`src/rtl/mips_mem_pkg.sv`:
```
// Shared memory-access types for the CPU decoder and the memory-port controller:
// access sizes, controller state codes and the alignment rule.
package mips_mem_pkg;

  typedef enum logic [1:0] {
    BYTE    = 2'b00,
    HALF    = 2'b01,
    WORD    = 2'b10,
    ILLEGAL = 2'b11
  } mem_size_t;

  typedef enum logic [2:0] {
    ST_IDLE    = 3'd0,
    ST_RD_CMD  = 3'd1,
    ST_RD_DATA = 3'd2,
    ST_WR_CMD  = 3'd3,
    ST_DONE    = 3'd4
  } mem_state_t;

  // True when the access cannot be issued as a single bus transfer.
  function automatic logic misaligned(mem_size_t size, logic [1:0] off);
    case (size)
      BYTE:    return 1'b0;
      HALF:    return off[0];
      WORD:    return |off;
      default: return 1'b1;
    endcase
  endfunction

endpackage

```
`src/rtl/mem_bus_ctrl_if.sv`:
```
// Request/acknowledge and Avalon-MM signals of the memory-port controller.
// master = the controller itself; slave = decoder plus memory side.
interface mem_bus_ctrl_if;
  logic        req_valid;
  logic        req_write;
  logic [1:0]  req_size;
  logic        req_signed;
  logic [31:0] req_addr;
  logic [31:0] req_wdata;
  logic        ack;
  logic [31:0] rdata;
  logic        req_err;
  logic        bus_err;
  logic        stall;
  logic [31:0] avm_address;
  logic        avm_read;
  logic        avm_write;
  logic [31:0] avm_writedata;
  logic [3:0]  avm_byteenable;
  logic [31:0] avm_readdata;
  logic        avm_waitrequest;

  modport master (
    input  req_valid, req_write, req_size, req_signed, req_addr, req_wdata,
    input  avm_readdata, avm_waitrequest,
    output ack, rdata, req_err, bus_err, stall,
    output avm_address, avm_read, avm_write, avm_writedata, avm_byteenable
  );

  modport slave (
    output req_valid, req_write, req_size, req_signed, req_addr, req_wdata,
    output avm_readdata, avm_waitrequest,
    input  ack, rdata, req_err, bus_err, stall,
    input  avm_address, avm_read, avm_write, avm_writedata, avm_byteenable
  );
endinterface

```
`src/rtl/mem_lane_align.sv`:
```
// Little-endian byte-lane steering: store data/byteenable towards the bus and
// lane extraction plus sign/zero extension of load data.
module mem_lane_align
  import mips_mem_pkg::*;
(
  input  mem_size_t   size,
  input  logic [1:0]  offset,
  input  logic [31:0] wdata,
  input  logic        is_signed,
  input  logic [31:0] rdata_raw,
  output logic [3:0]  byteenable,
  output logic [31:0] wdata_lanes,
  output logic [31:0] rdata_ext
);

  logic [7:0]  rd_byte [4];
  logic [7:0]  sel_byte;
  logic [15:0] sel_half;

  for (genvar gi = 0; gi < 4; gi++) begin : g_lane
    assign rd_byte[gi] = rdata_raw[8*gi +: 8];
  end

  always_comb begin
    byteenable  = 4'b0000;
    wdata_lanes = 32'h0;
    rdata_ext   = rdata_raw;
    sel_byte    = rd_byte[offset];
    sel_half    = offset[1] ? {rd_byte[3], rd_byte[2]} : {rd_byte[1], rd_byte[0]};
    case (size)
      BYTE: begin
        byteenable  = 4'b0001 << offset;
        wdata_lanes = {4{wdata[7:0]}};
        rdata_ext   = {{24{is_signed & sel_byte[7]}}, sel_byte};
      end
      HALF: begin
        byteenable  = offset[1] ? 4'b1100 : 4'b0011;
        wdata_lanes = {2{wdata[15:0]}};
        rdata_ext   = {{16{is_signed & sel_half[15]}}, sel_half};
      end
      WORD: begin
        byteenable  = 4'b1111;
        wdata_lanes = wdata;
      end
      default: begin
        byteenable  = 4'b0000;
        wdata_lanes = 32'h0;
      end
    endcase
  end

endmodule

```
`src/rtl/mem_bus_ctrl.sv`:
```
// Multicycle controller between the CPU decoder and one Avalon-MM memory port.
// Optional bus timeout abort: define MEM_BUS_CTRL_TIMEOUT_EN.
module mem_bus_ctrl
  import mips_mem_pkg::*;
#(
  parameter int TIMEOUT_CYCLES = 255
) (
  input logic            clk,
  input logic            Rst,
  mem_bus_ctrl_if.master bus
);

  localparam logic [2:0] S_IDLE    = ST_IDLE;
  localparam logic [2:0] S_RD_CMD  = ST_RD_CMD;
  localparam logic [2:0] S_RD_DATA = ST_RD_DATA;
  localparam logic [2:0] S_WR_CMD  = ST_WR_CMD;
  localparam logic [2:0] S_DONE    = ST_DONE;

  logic [2:0]  state_q, state_d;
  mem_size_t   size_q, size_d;
  logic [1:0]  off_q, off_d;
  logic        signed_q, signed_d;
  logic [31:0] avm_address_q, avm_address_d;
  logic        avm_read_q, avm_read_d;
  logic        avm_write_q, avm_write_d;
  logic [31:0] avm_writedata_q, avm_writedata_d;
  logic [3:0]  avm_byteenable_q, avm_byteenable_d;
  logic        ack_q, ack_d;
  logic        req_err_q, req_err_d;
  logic [31:0] rdata_q, rdata_d;

  mem_size_t   req_size_e;
  mem_size_t   align_size;
  logic [1:0]  align_off;
  logic [3:0]  align_be;
  logic [31:0] align_wdata;
  logic [31:0] align_rdata;

`ifdef MEM_BUS_CTRL_TIMEOUT_EN
  localparam int TO_W = ($clog2(TIMEOUT_CYCLES + 1) > 8) ? $clog2(TIMEOUT_CYCLES + 1) : 8;
  localparam logic [TO_W-1:0] TO_LAST = TO_W'(TIMEOUT_CYCLES - 1);
  logic [TO_W-1:0] wait_cnt_q, wait_cnt_d;
  logic            bus_err_q, bus_err_d;
  assign bus.bus_err = bus_err_q;
`else
  logic unused_timeout;
  assign unused_timeout = (TIMEOUT_CYCLES != 0);
  assign bus.bus_err    = 1'b0;
`endif

  assign req_size_e = mem_size_t'(bus.req_size);

  // In IDLE the aligner steers the incoming request; afterwards it sees the latched one.
  assign align_size = (state_q == S_IDLE) ? req_size_e : size_q;
  assign align_off  = (state_q == S_IDLE) ? bus.req_addr[1:0] : off_q;

  mem_lane_align u_align (
    .size        (align_size),
    .offset      (align_off),
    .wdata       (bus.req_wdata),
    .is_signed   (signed_q),
    .rdata_raw   (bus.avm_readdata),
    .byteenable  (align_be),
    .wdata_lanes (align_wdata),
    .rdata_ext   (align_rdata)
  );

  always_comb begin
    state_d          = state_q;
    size_d           = size_q;
    off_d            = off_q;
    signed_d         = signed_q;
    avm_address_d    = avm_address_q;
    avm_read_d       = avm_read_q;
    avm_write_d      = avm_write_q;
    avm_writedata_d  = avm_writedata_q;
    avm_byteenable_d = avm_byteenable_q;
    ack_d            = 1'b0;
    req_err_d        = 1'b0;
    rdata_d          = rdata_q;
`ifdef MEM_BUS_CTRL_TIMEOUT_EN
    wait_cnt_d       = wait_cnt_q;
    bus_err_d        = 1'b0;
`endif
    case (state_q)
      S_IDLE: begin
`ifdef MEM_BUS_CTRL_TIMEOUT_EN
        wait_cnt_d = '0;
`endif
        if (bus.req_valid) begin
          size_d   = req_size_e;
          off_d    = bus.req_addr[1:0];
          signed_d = bus.req_signed;
          if (misaligned(req_size_e, bus.req_addr[1:0])) begin
            state_d   = S_DONE;
            ack_d     = 1'b1;
            req_err_d = 1'b1;
          end else begin
            avm_address_d    = {bus.req_addr[31:2], 2'b00};
            avm_byteenable_d = align_be;
            avm_writedata_d  = align_wdata;
            avm_write_d      = bus.req_write;
            avm_read_d       = ~bus.req_write;
            state_d          = bus.req_write ? S_WR_CMD : S_RD_CMD;
          end
        end
      end
      S_RD_CMD, S_WR_CMD: begin
        if (!bus.avm_waitrequest) begin
          avm_read_d  = 1'b0;
          avm_write_d = 1'b0;
          if (state_q == S_RD_CMD) begin
            state_d = S_RD_DATA;
          end else begin
            state_d = S_DONE;
            ack_d   = 1'b1;
          end
        end
`ifdef MEM_BUS_CTRL_TIMEOUT_EN
        else if (wait_cnt_q == TO_LAST) begin
          avm_read_d  = 1'b0;
          avm_write_d = 1'b0;
          state_d     = S_DONE;
          ack_d       = 1'b1;
          bus_err_d   = 1'b1;
        end else begin
          wait_cnt_d = wait_cnt_q + TO_W'(1);
        end
`endif
      end
      S_RD_DATA: begin
        rdata_d = align_rdata;
        state_d = S_DONE;
        ack_d   = 1'b1;
      end
      S_DONE: begin
        state_d = S_IDLE;
      end
      default: begin
        state_d     = S_IDLE;
        avm_read_d  = 1'b0;
        avm_write_d = 1'b0;
      end
    endcase
  end

  always_ff @(posedge clk) begin
    if (Rst) begin
      state_q          <= S_IDLE;
      size_q           <= BYTE;
      off_q            <= 2'b00;
      signed_q         <= 1'b0;
      avm_address_q    <= 32'h0;
      avm_read_q       <= 1'b0;
      avm_write_q      <= 1'b0;
      avm_writedata_q  <= 32'h0;
      avm_byteenable_q <= 4'b0000;
      ack_q            <= 1'b0;
      req_err_q        <= 1'b0;
      rdata_q          <= 32'h0;
`ifdef MEM_BUS_CTRL_TIMEOUT_EN
      wait_cnt_q       <= '0;
      bus_err_q        <= 1'b0;
`endif
    end else begin
      state_q          <= state_d;
      size_q           <= size_d;
      off_q            <= off_d;
      signed_q         <= signed_d;
      avm_address_q    <= avm_address_d;
      avm_read_q       <= avm_read_d;
      avm_write_q      <= avm_write_d;
      avm_writedata_q  <= avm_writedata_d;
      avm_byteenable_q <= avm_byteenable_d;
      ack_q            <= ack_d;
      req_err_q        <= req_err_d;
      rdata_q          <= rdata_d;
`ifdef MEM_BUS_CTRL_TIMEOUT_EN
      wait_cnt_q       <= wait_cnt_d;
      bus_err_q        <= bus_err_d;
`endif
    end
  end

  assign bus.ack            = ack_q;
  assign bus.req_err        = req_err_q;
  assign bus.rdata          = rdata_q;
  assign bus.avm_address    = avm_address_q;
  assign bus.avm_read       = avm_read_q;
  assign bus.avm_write      = avm_write_q;
  assign bus.avm_writedata  = avm_writedata_q;
  assign bus.avm_byteenable = avm_byteenable_q;
  // The decoder must see the stall in the same cycle it presents the request.
  assign bus.stall          = bus.req_valid & ~ack_q;

endmodule

```
`src/flat_wrapper.sv`:
```
// flat-port wrapper written by rule: the top's interface ports become plain ports
module mem_bus_ctrl_flat import mips_mem_pkg::*;
#(
  parameter int TIMEOUT_CYCLES = 255
)
  (clk, Rst, bus_req_valid, bus_req_write, bus_req_size, bus_req_signed, bus_req_addr, bus_req_wdata, bus_avm_readdata, bus_avm_waitrequest, bus_ack, bus_rdata, bus_req_err, bus_bus_err, bus_stall, bus_avm_address, bus_avm_read, bus_avm_write, bus_avm_writedata, bus_avm_byteenable);
  mem_bus_ctrl_if bus_i ();
  input logic clk;
  input logic Rst;
  input wire logic [$bits(bus_i.req_valid)-1:0] bus_req_valid;
  input wire logic [$bits(bus_i.req_write)-1:0] bus_req_write;
  input wire logic [$bits(bus_i.req_size)-1:0] bus_req_size;
  input wire logic [$bits(bus_i.req_signed)-1:0] bus_req_signed;
  input wire logic [$bits(bus_i.req_addr)-1:0] bus_req_addr;
  input wire logic [$bits(bus_i.req_wdata)-1:0] bus_req_wdata;
  input wire logic [$bits(bus_i.avm_readdata)-1:0] bus_avm_readdata;
  input wire logic [$bits(bus_i.avm_waitrequest)-1:0] bus_avm_waitrequest;
  output wire logic [$bits(bus_i.ack)-1:0] bus_ack;
  output wire logic [$bits(bus_i.rdata)-1:0] bus_rdata;
  output wire logic [$bits(bus_i.req_err)-1:0] bus_req_err;
  output wire logic [$bits(bus_i.bus_err)-1:0] bus_bus_err;
  output wire logic [$bits(bus_i.stall)-1:0] bus_stall;
  output wire logic [$bits(bus_i.avm_address)-1:0] bus_avm_address;
  output wire logic [$bits(bus_i.avm_read)-1:0] bus_avm_read;
  output wire logic [$bits(bus_i.avm_write)-1:0] bus_avm_write;
  output wire logic [$bits(bus_i.avm_writedata)-1:0] bus_avm_writedata;
  output wire logic [$bits(bus_i.avm_byteenable)-1:0] bus_avm_byteenable;
  assign bus_i.req_valid = bus_req_valid;
  assign bus_i.req_write = bus_req_write;
  assign bus_i.req_size = bus_req_size;
  assign bus_i.req_signed = bus_req_signed;
  assign bus_i.req_addr = bus_req_addr;
  assign bus_i.req_wdata = bus_req_wdata;
  assign bus_i.avm_readdata = bus_avm_readdata;
  assign bus_i.avm_waitrequest = bus_avm_waitrequest;
  assign bus_ack = bus_i.ack;
  assign bus_rdata = bus_i.rdata;
  assign bus_req_err = bus_i.req_err;
  assign bus_bus_err = bus_i.bus_err;
  assign bus_stall = bus_i.stall;
  assign bus_avm_address = bus_i.avm_address;
  assign bus_avm_read = bus_i.avm_read;
  assign bus_avm_write = bus_i.avm_write;
  assign bus_avm_writedata = bus_i.avm_writedata;
  assign bus_avm_byteenable = bus_i.avm_byteenable;
  mem_bus_ctrl #(.TIMEOUT_CYCLES(TIMEOUT_CYCLES)) u_core (.clk(clk), .Rst(Rst), .bus(bus_i));
endmodule
```
`config.mk`:
```
export PLATFORM = sky130hd
export DESIGN_NAME = mem_bus_ctrl_flat
export DESIGN_NICKNAME = d
export VERILOG_FILES = /design/src/rtl/mips_mem_pkg.sv /design/src/rtl/mem_bus_ctrl_if.sv /design/src/rtl/mem_lane_align.sv /design/src/rtl/mem_bus_ctrl.sv /design/src/flat_wrapper.sv
export SDC_FILE = /design/constraint.sdc
export NUM_CORES = 1
export LEC_CHECK = 0
export CAP_MARGIN = 25
export CORE_ASPECT_RATIO = 1.5
export CORE_MARGIN = 4
export CORE_UTILIZATION = 40
export CTS_BUF_LIST = sky130_fd_sc_hd__clkbuf_4
export CTS_CLUSTER_DIAMETER = 60
export CTS_CLUSTER_SIZE = 12
export DETAILED_ROUTE_END_ITERATION = 8
export GPL_ROUTABILITY_DRIVEN = 0
export PLACE_DENSITY_LB_ADDON = 0.12
export SETUP_SLACK_MARGIN = 0.1
export SYNTH_ARGS = -nofsm -noshare
export SYNTH_HDL_FRONTEND = slang
export SYNTH_SLANG_ARGS = --single-unit
```
`constraint.sdc`:
```
create_clock -name clk -period 5.55 [get_ports clk]
set_input_delay 0.555 -clock clk [delete_from_list [all_inputs] [get_ports clk]]
set_output_delay 0.555 -clock clk [all_outputs]
set_load 0.1 [all_outputs]
```
**Word level (Yosys, flattened, before mapping)**

Cells that the tools add are included.

- Multipliers: 0
- Bitwise gates (word level): 9
- Divide/modulo/power cells: 0
- Order comparisons: 1
- Equality and inequality tests: 11
- Reduce and logical (&&, ||, !) cells: 11
- Add/subtract/negate cells: 0
- Mux-type cells: 31
- Shifts and indexed selects: 1

Operators by type and width:

| kind | count |
|---|---|
| 32-bit case mux with 3 select lines | 1 |
| 32-bit case mux with 2 select lines | 1 |
| 8-bit binary-select mux with 2-bit select | 1 |
| 16-bit 2-to-1 mux | 1 |
| 8-bit 2-to-1 mux | 2 |
| 3-bit 2-to-1 mux | 4 |
| 1-bit case mux with 3 select lines | 4 |
| 4-bit case mux with 3 select lines | 1 |
| 1-bit 2-to-1 mux | 11 |
| 3-bit case mux with 3 select lines | 1 |
| 2-bit OR reduction | 4 |
| 3-bit by 2-bit == test with 1-bit output (second input constant) | 2 |
| 2-bit 2-to-1 mux | 3 |
| 2-bit inequality test (second input constant) | 3 |
| 1-bit NOT | 5 |
| 2-bit by 1-bit == test with 1-bit output (second input constant) | 2 |
| 2-bit == test (second input constant) | 2 |
| 2-bit zero test | 2 |
| 4-bit 2-to-1 mux | 1 |
| 2-bit AND reduction | 2 |
| 4-bit AND reduction | 1 |
| 1-bit by 2-bit left shift with 4-bit output (first input constant) | 1 |
| 1-bit bitwise AND | 3 |
| 3-bit by 1-bit == test with 1-bit output (second input constant) | 1 |
| other kinds (5) | 5 |

- Memory bits (writable): 0
- Logic and storage cells: 76
- Bits in latches: 0
- Output and inout port bits: 106
- Input bits: 104
- Flip-flop bits (word level): 110
- Memories kept: 0
- ROM bits: 0

**Depth between registers and ports, before layout**

- Depth after elaboration: 8
- Depth in mapped cells: 9
- Gate-level depth less buffers: 5

**Cells and area by module**

Synthesis repeated with hierarchy kept, for this count alone.

- Cell total of the unflattened synthesis: 691
- Area total of the unflattened synthesis: 5,521.5 sq um

Modules (own cells, without submodules):

| module | seq. area each (sq um) | times used | cells each | area each (sq um) |
|---|---|---|---|---|
| mem_bus_ctrl | 2,202.1 | 1 | 490 | 4,316.6 |
| mem_lane_align | 0.0 | 1 | 201 | 1,204.9 |

**Worst setup path before layout**

No wires, ideal clock.

- Path type: reg2out
- From: register u_core.ack_q (netlist: u_core.bus.ack)
- To: output bus_stall
- Required time: 4.995 ns
- Path slack: 2.881 ns
- Cell stages (with the launch flop): 2
- Arrival: 2.114 ns
- Path through: dfxtp_1 -> nor2b_1

- Cells in the longest elaborated chain, start to end: 2

RTL lines:

| element | RTL line | RTL |
|---|---|---|
| start: declaration | mem_bus_ctrl.sv:28 | `logic ack_q, ack_d;` |
| start signal: assignment | mem_bus_ctrl.sv:175 | `ack_q <= ack_d;` |
| 1-bit NOT | mem_bus_ctrl.sv:194 | `assign bus.stall = bus.req_valid & ~ack_q;` |
| 1-bit bitwise AND | mem_bus_ctrl.sv:194 |  |
| end: declaration | flat_wrapper.sv:22 | `output wire logic [$bits(bus_i.stall)-1:0] bus_stall;` |

No other way between the ends.

**Worst setup path in the final report**

- From: input bus_req_valid
- To: output bus_stall

- Cells in the longest elaborated chain, start to end: 1

RTL lines:

| element | RTL line | RTL |
|---|---|---|
| start: declaration | flat_wrapper.sv:10 | `input wire logic [$bits(bus_i.req_valid)-1:0] bus_req_valid;` |
| 1-bit bitwise AND | mem_bus_ctrl.sv:194 |  |

No other way between the ends.

==> impl_metrics.tcl <==
set metrics [dict create \
    die_w_microns 103 \
    leakagePower_nw 2.67 \
    clock_sinks 110 \
    syn_inst 686 \
    antenna_left 0 \
    vias 5589 \
    cpPeakStageDelay_ps 1140 \
    synth-seq-cells 110 \
    insertion_delay_ps 470 \
    layout_commonest_cell "clkdlybuf4s50_1" \
    num_rows 51 \
    fmaxAchievable_ghz 0.326 \
    hpwl_mm 13.2 \
    grt_setup_unrepaired "no" \
    r2r_cells 5 \
    worst_path_most_repeated_cell "clkdlybuf4s50_1" \
    startpoint "bus_req_valid" \
    multiInputGateArea_sq_um 2920 \
    first_pass_iters 4 \
    clockBufferDepth 2 \
    netlist.area_leader.share_pct 40.7 \
    drt-total-wl_mm 17.9 \
    grt_pass1_vias 5742 \
    io_pins 210 \
    area_growth_pct 40.0 \
    min_from "u_core.bus.avm_address[13]" \
    fp.dieH_microns 150 \
    finalCritPeriodShare_pct 55.2 \
    drt_iter0_markers 255 \
    yosysSeqAreaShare_pct 40.7 \
    synth_largest_area_cell "dfxtp_1" \
    hold_path_depth 2 \
    worstMarginPinSlew_ps 1050 \
    fillers 1248 \
    cts_hold_buf 0 \
    critical_path_arrival_ps 2510 \
    crit_type "primary input to primary output" \
    hold_violations 0 \
    status "finished, final reports clean" \
    grt_usage_pct 22.7 \
    h-tree-depth 3 \
    wl_per_cell_microns 17.6 \
    place_ws_ps 2150 \
    die-area_sq_um 15500 \
    relSlewSlack_pct 29.5 \
    holdPathEnd "u_core.bus.avm_address[13]" \
    core_region_area_sq_um 13100 \
    p_comb_share_pct 40.7 \
    yosysWarnings 0 \
    grt_max_degree 79 \
    fin_ws_ps 2490 \
    mostFrequentLayoutCells "clkdlybuf4s50_1 (205), nor2_1 (113), dfxtp_1 (110)" \
    r2r_end "u_core.bus.avm_writedata[31]" \
    reg2reg_from "u_core.state_q[2]" \
    nets 957 \
    sequentialPowerShare_pct 41.3 \
    layout-drive-gt1-share_pct 5.83 \
    netlist_area_sq_um 5410 \
    slew_violations 0 \
    antenna_found_initial 1 \
    start_util_pct 41.2 \
    synth.area.top_cells "dfxtp_1 (41%), nor2_1 (7.8%), nand2_1 (6.9%)" \
    tns_ps 0 \
    async_flop_share_pct 0 \
    cts-root-buf "clkbuf_4" \
    hold_slack_ps 466 \
    cts_tree "built" \
    grt_pass1_wl_mm 28.1 \
    cellPowerDensity_nw_per_um2 282 \
    p_int_mw 1.19 \
    clock_skew_ps 17.2 \
    critPathCaptureType "primary output" \
    cts_resized 0 \
    grt_overflow 0 \
    via_per_inst 5.49 \
    drv_cap 0 \
    worst_ep_required_time_ps 4990 \
    ff_latch_area_sq_um 2200 \
    clk_pin_slew_ps 170 \
    drc 0 \
    synth_cell_types 56 \
    cts-buffers-inserted 9 \
    cts_setup_buffers 0 \
    ys.flop_type "dfxtp_1" \
    hold_path.class "flip-flop to flip-flop" \
    clockPowerShare_pct 18.0 \
    portBuffers 206 \
    worst_setup_path_start_kind "primary input" \
    cp_slowest_cell "clkdlybuf4s50_1" \
    syn_avg_cell_area_sq_um 7.89 \
    min_period_ps 3060 \
    fin_util_pct 57.6 \
    crit_fanout 8 \
    cp_cell_sequence "clkdlybuf4s50_1, nor2b_1, clkdlybuf4s50_1" \
    swShare_pct 44.2 \
    power_mw 2.14 \
    ir_drop_uv 181 \
    setup_violations 0 \
    ff2ff_setup_slack_ps 2580 \
    switching_power_mw 0.944 \
    synth_edf_count 0 \
]
[per-layer routing]
layer | GRT usage [%] | wire, microns
met1 | 25.2 | 6650
met2 | 38.4 | 8950
met3 | 6.86 | 1510
met4 | 11.9 | 796
met5 | 0 | 0
[critical path, delay by kind of cell]
family | cells | cell delay (ps)
simple gates | 1 | 170
buf+inv | 2 | 1780
[synthesized netlist by cell type (3+ instances only)]
cell,count
and2_1,16
nand3_1,16
mux2_2,9
nor3_1,32
buf_2,19
nand2_1,99
o22ai_1,4
nor2b_1,4
inv_1,5
o21ai_0,27
clkbuf_1,27
o31a_1,3
a211oi_1,16
nand3b_1,4
and3_1,6
buf_6,3
dfxtp_1,110
a221oi_1,32
o211ai_1,8
a2bb2oi_1,6
buf_4,8
mux2i_1,7
a21oi_1,72
nor2_1,113
[metrics by stage]
stage,area [sq um],std cells
final,7580,1018
after global routing,7580,1018
after CTS,7560,1016
after detailed placement,7440,1000
after global placement,7430,998
after floorplan,5420,688
[state kept, by name, summed over array words and instances, names as in the netlist]
signal                     flops
u_core.bus.avm_writedata      32
u_core.bus.rdata              32
u_core.bus.avm_address        30
u_core.bus.avm_byteenable      4
u_core.state_q                 3
u_core.off_q                   2
u_core.size_q                  2
u_core.bus.ack                 1
u_core.bus.avm_read            1
u_core.bus.avm_write           1
u_core.bus.req_err             1
u_core.signed_q                1
[power groups by stage]
stage | Clock (mW) | Sequential [mW] | Combinational [mW]
floorplan | 0 | 1.24 | 0.288
global placement | 0 | 0.898 | 0.858
detailed placement | 0 | 0.900 | 0.868
CTS | 0.402 | 0.883 | 0.870
global route | 0.429 | 0.890 | 0.916
finish | 0.385 | 0.883 | 0.870
[worst max path at each step]
stage	endpoint	slack (ps)	cells after the start
after detailed placement	u_core.bus.avm_byteenable[1]	2150	6
final	bus_stall	2490	3
after CTS	bus_stall	2480	3
after floorplan	bus_stall	2880	1
after global placement	u_core.bus.avm_byteenable[2]	2300	6
after global routing	bus_stall	2430	3
[cell type report]
| type | count | share of cell area [%] |
|---|---|---|
| diodes | 1 | 0.0330 |
| clock buffers | 9 | 0.892 |
| clock inverters | 7 | 0.743 |
| inverters | 5 | 0.248 |
| multi-input cells | 514 | 38.5 |
| flip-flops and latches | 110 | 29.1 |
| well taps | 159 | 2.63 |
| repair buffers | 213 | 27.9 |
[cells by family after synthesis]
| family | Yosys count | synth area share, % |
|---|---|---|
| other | 1 | 0.0693 |
| multiplexers | 18 | 3.84 |
| buffers and inverters | 64 | 5.85 |
| flip-flops | 110 | 40.7 |
| AND/OR/NAND/NOR | 307 | 26.0 |
| XOR/XNOR | 3 | 0.486 |
| AO/OA/AOI/OAI | 183 | 23.1 |
(Power assumes the default switching activity.)
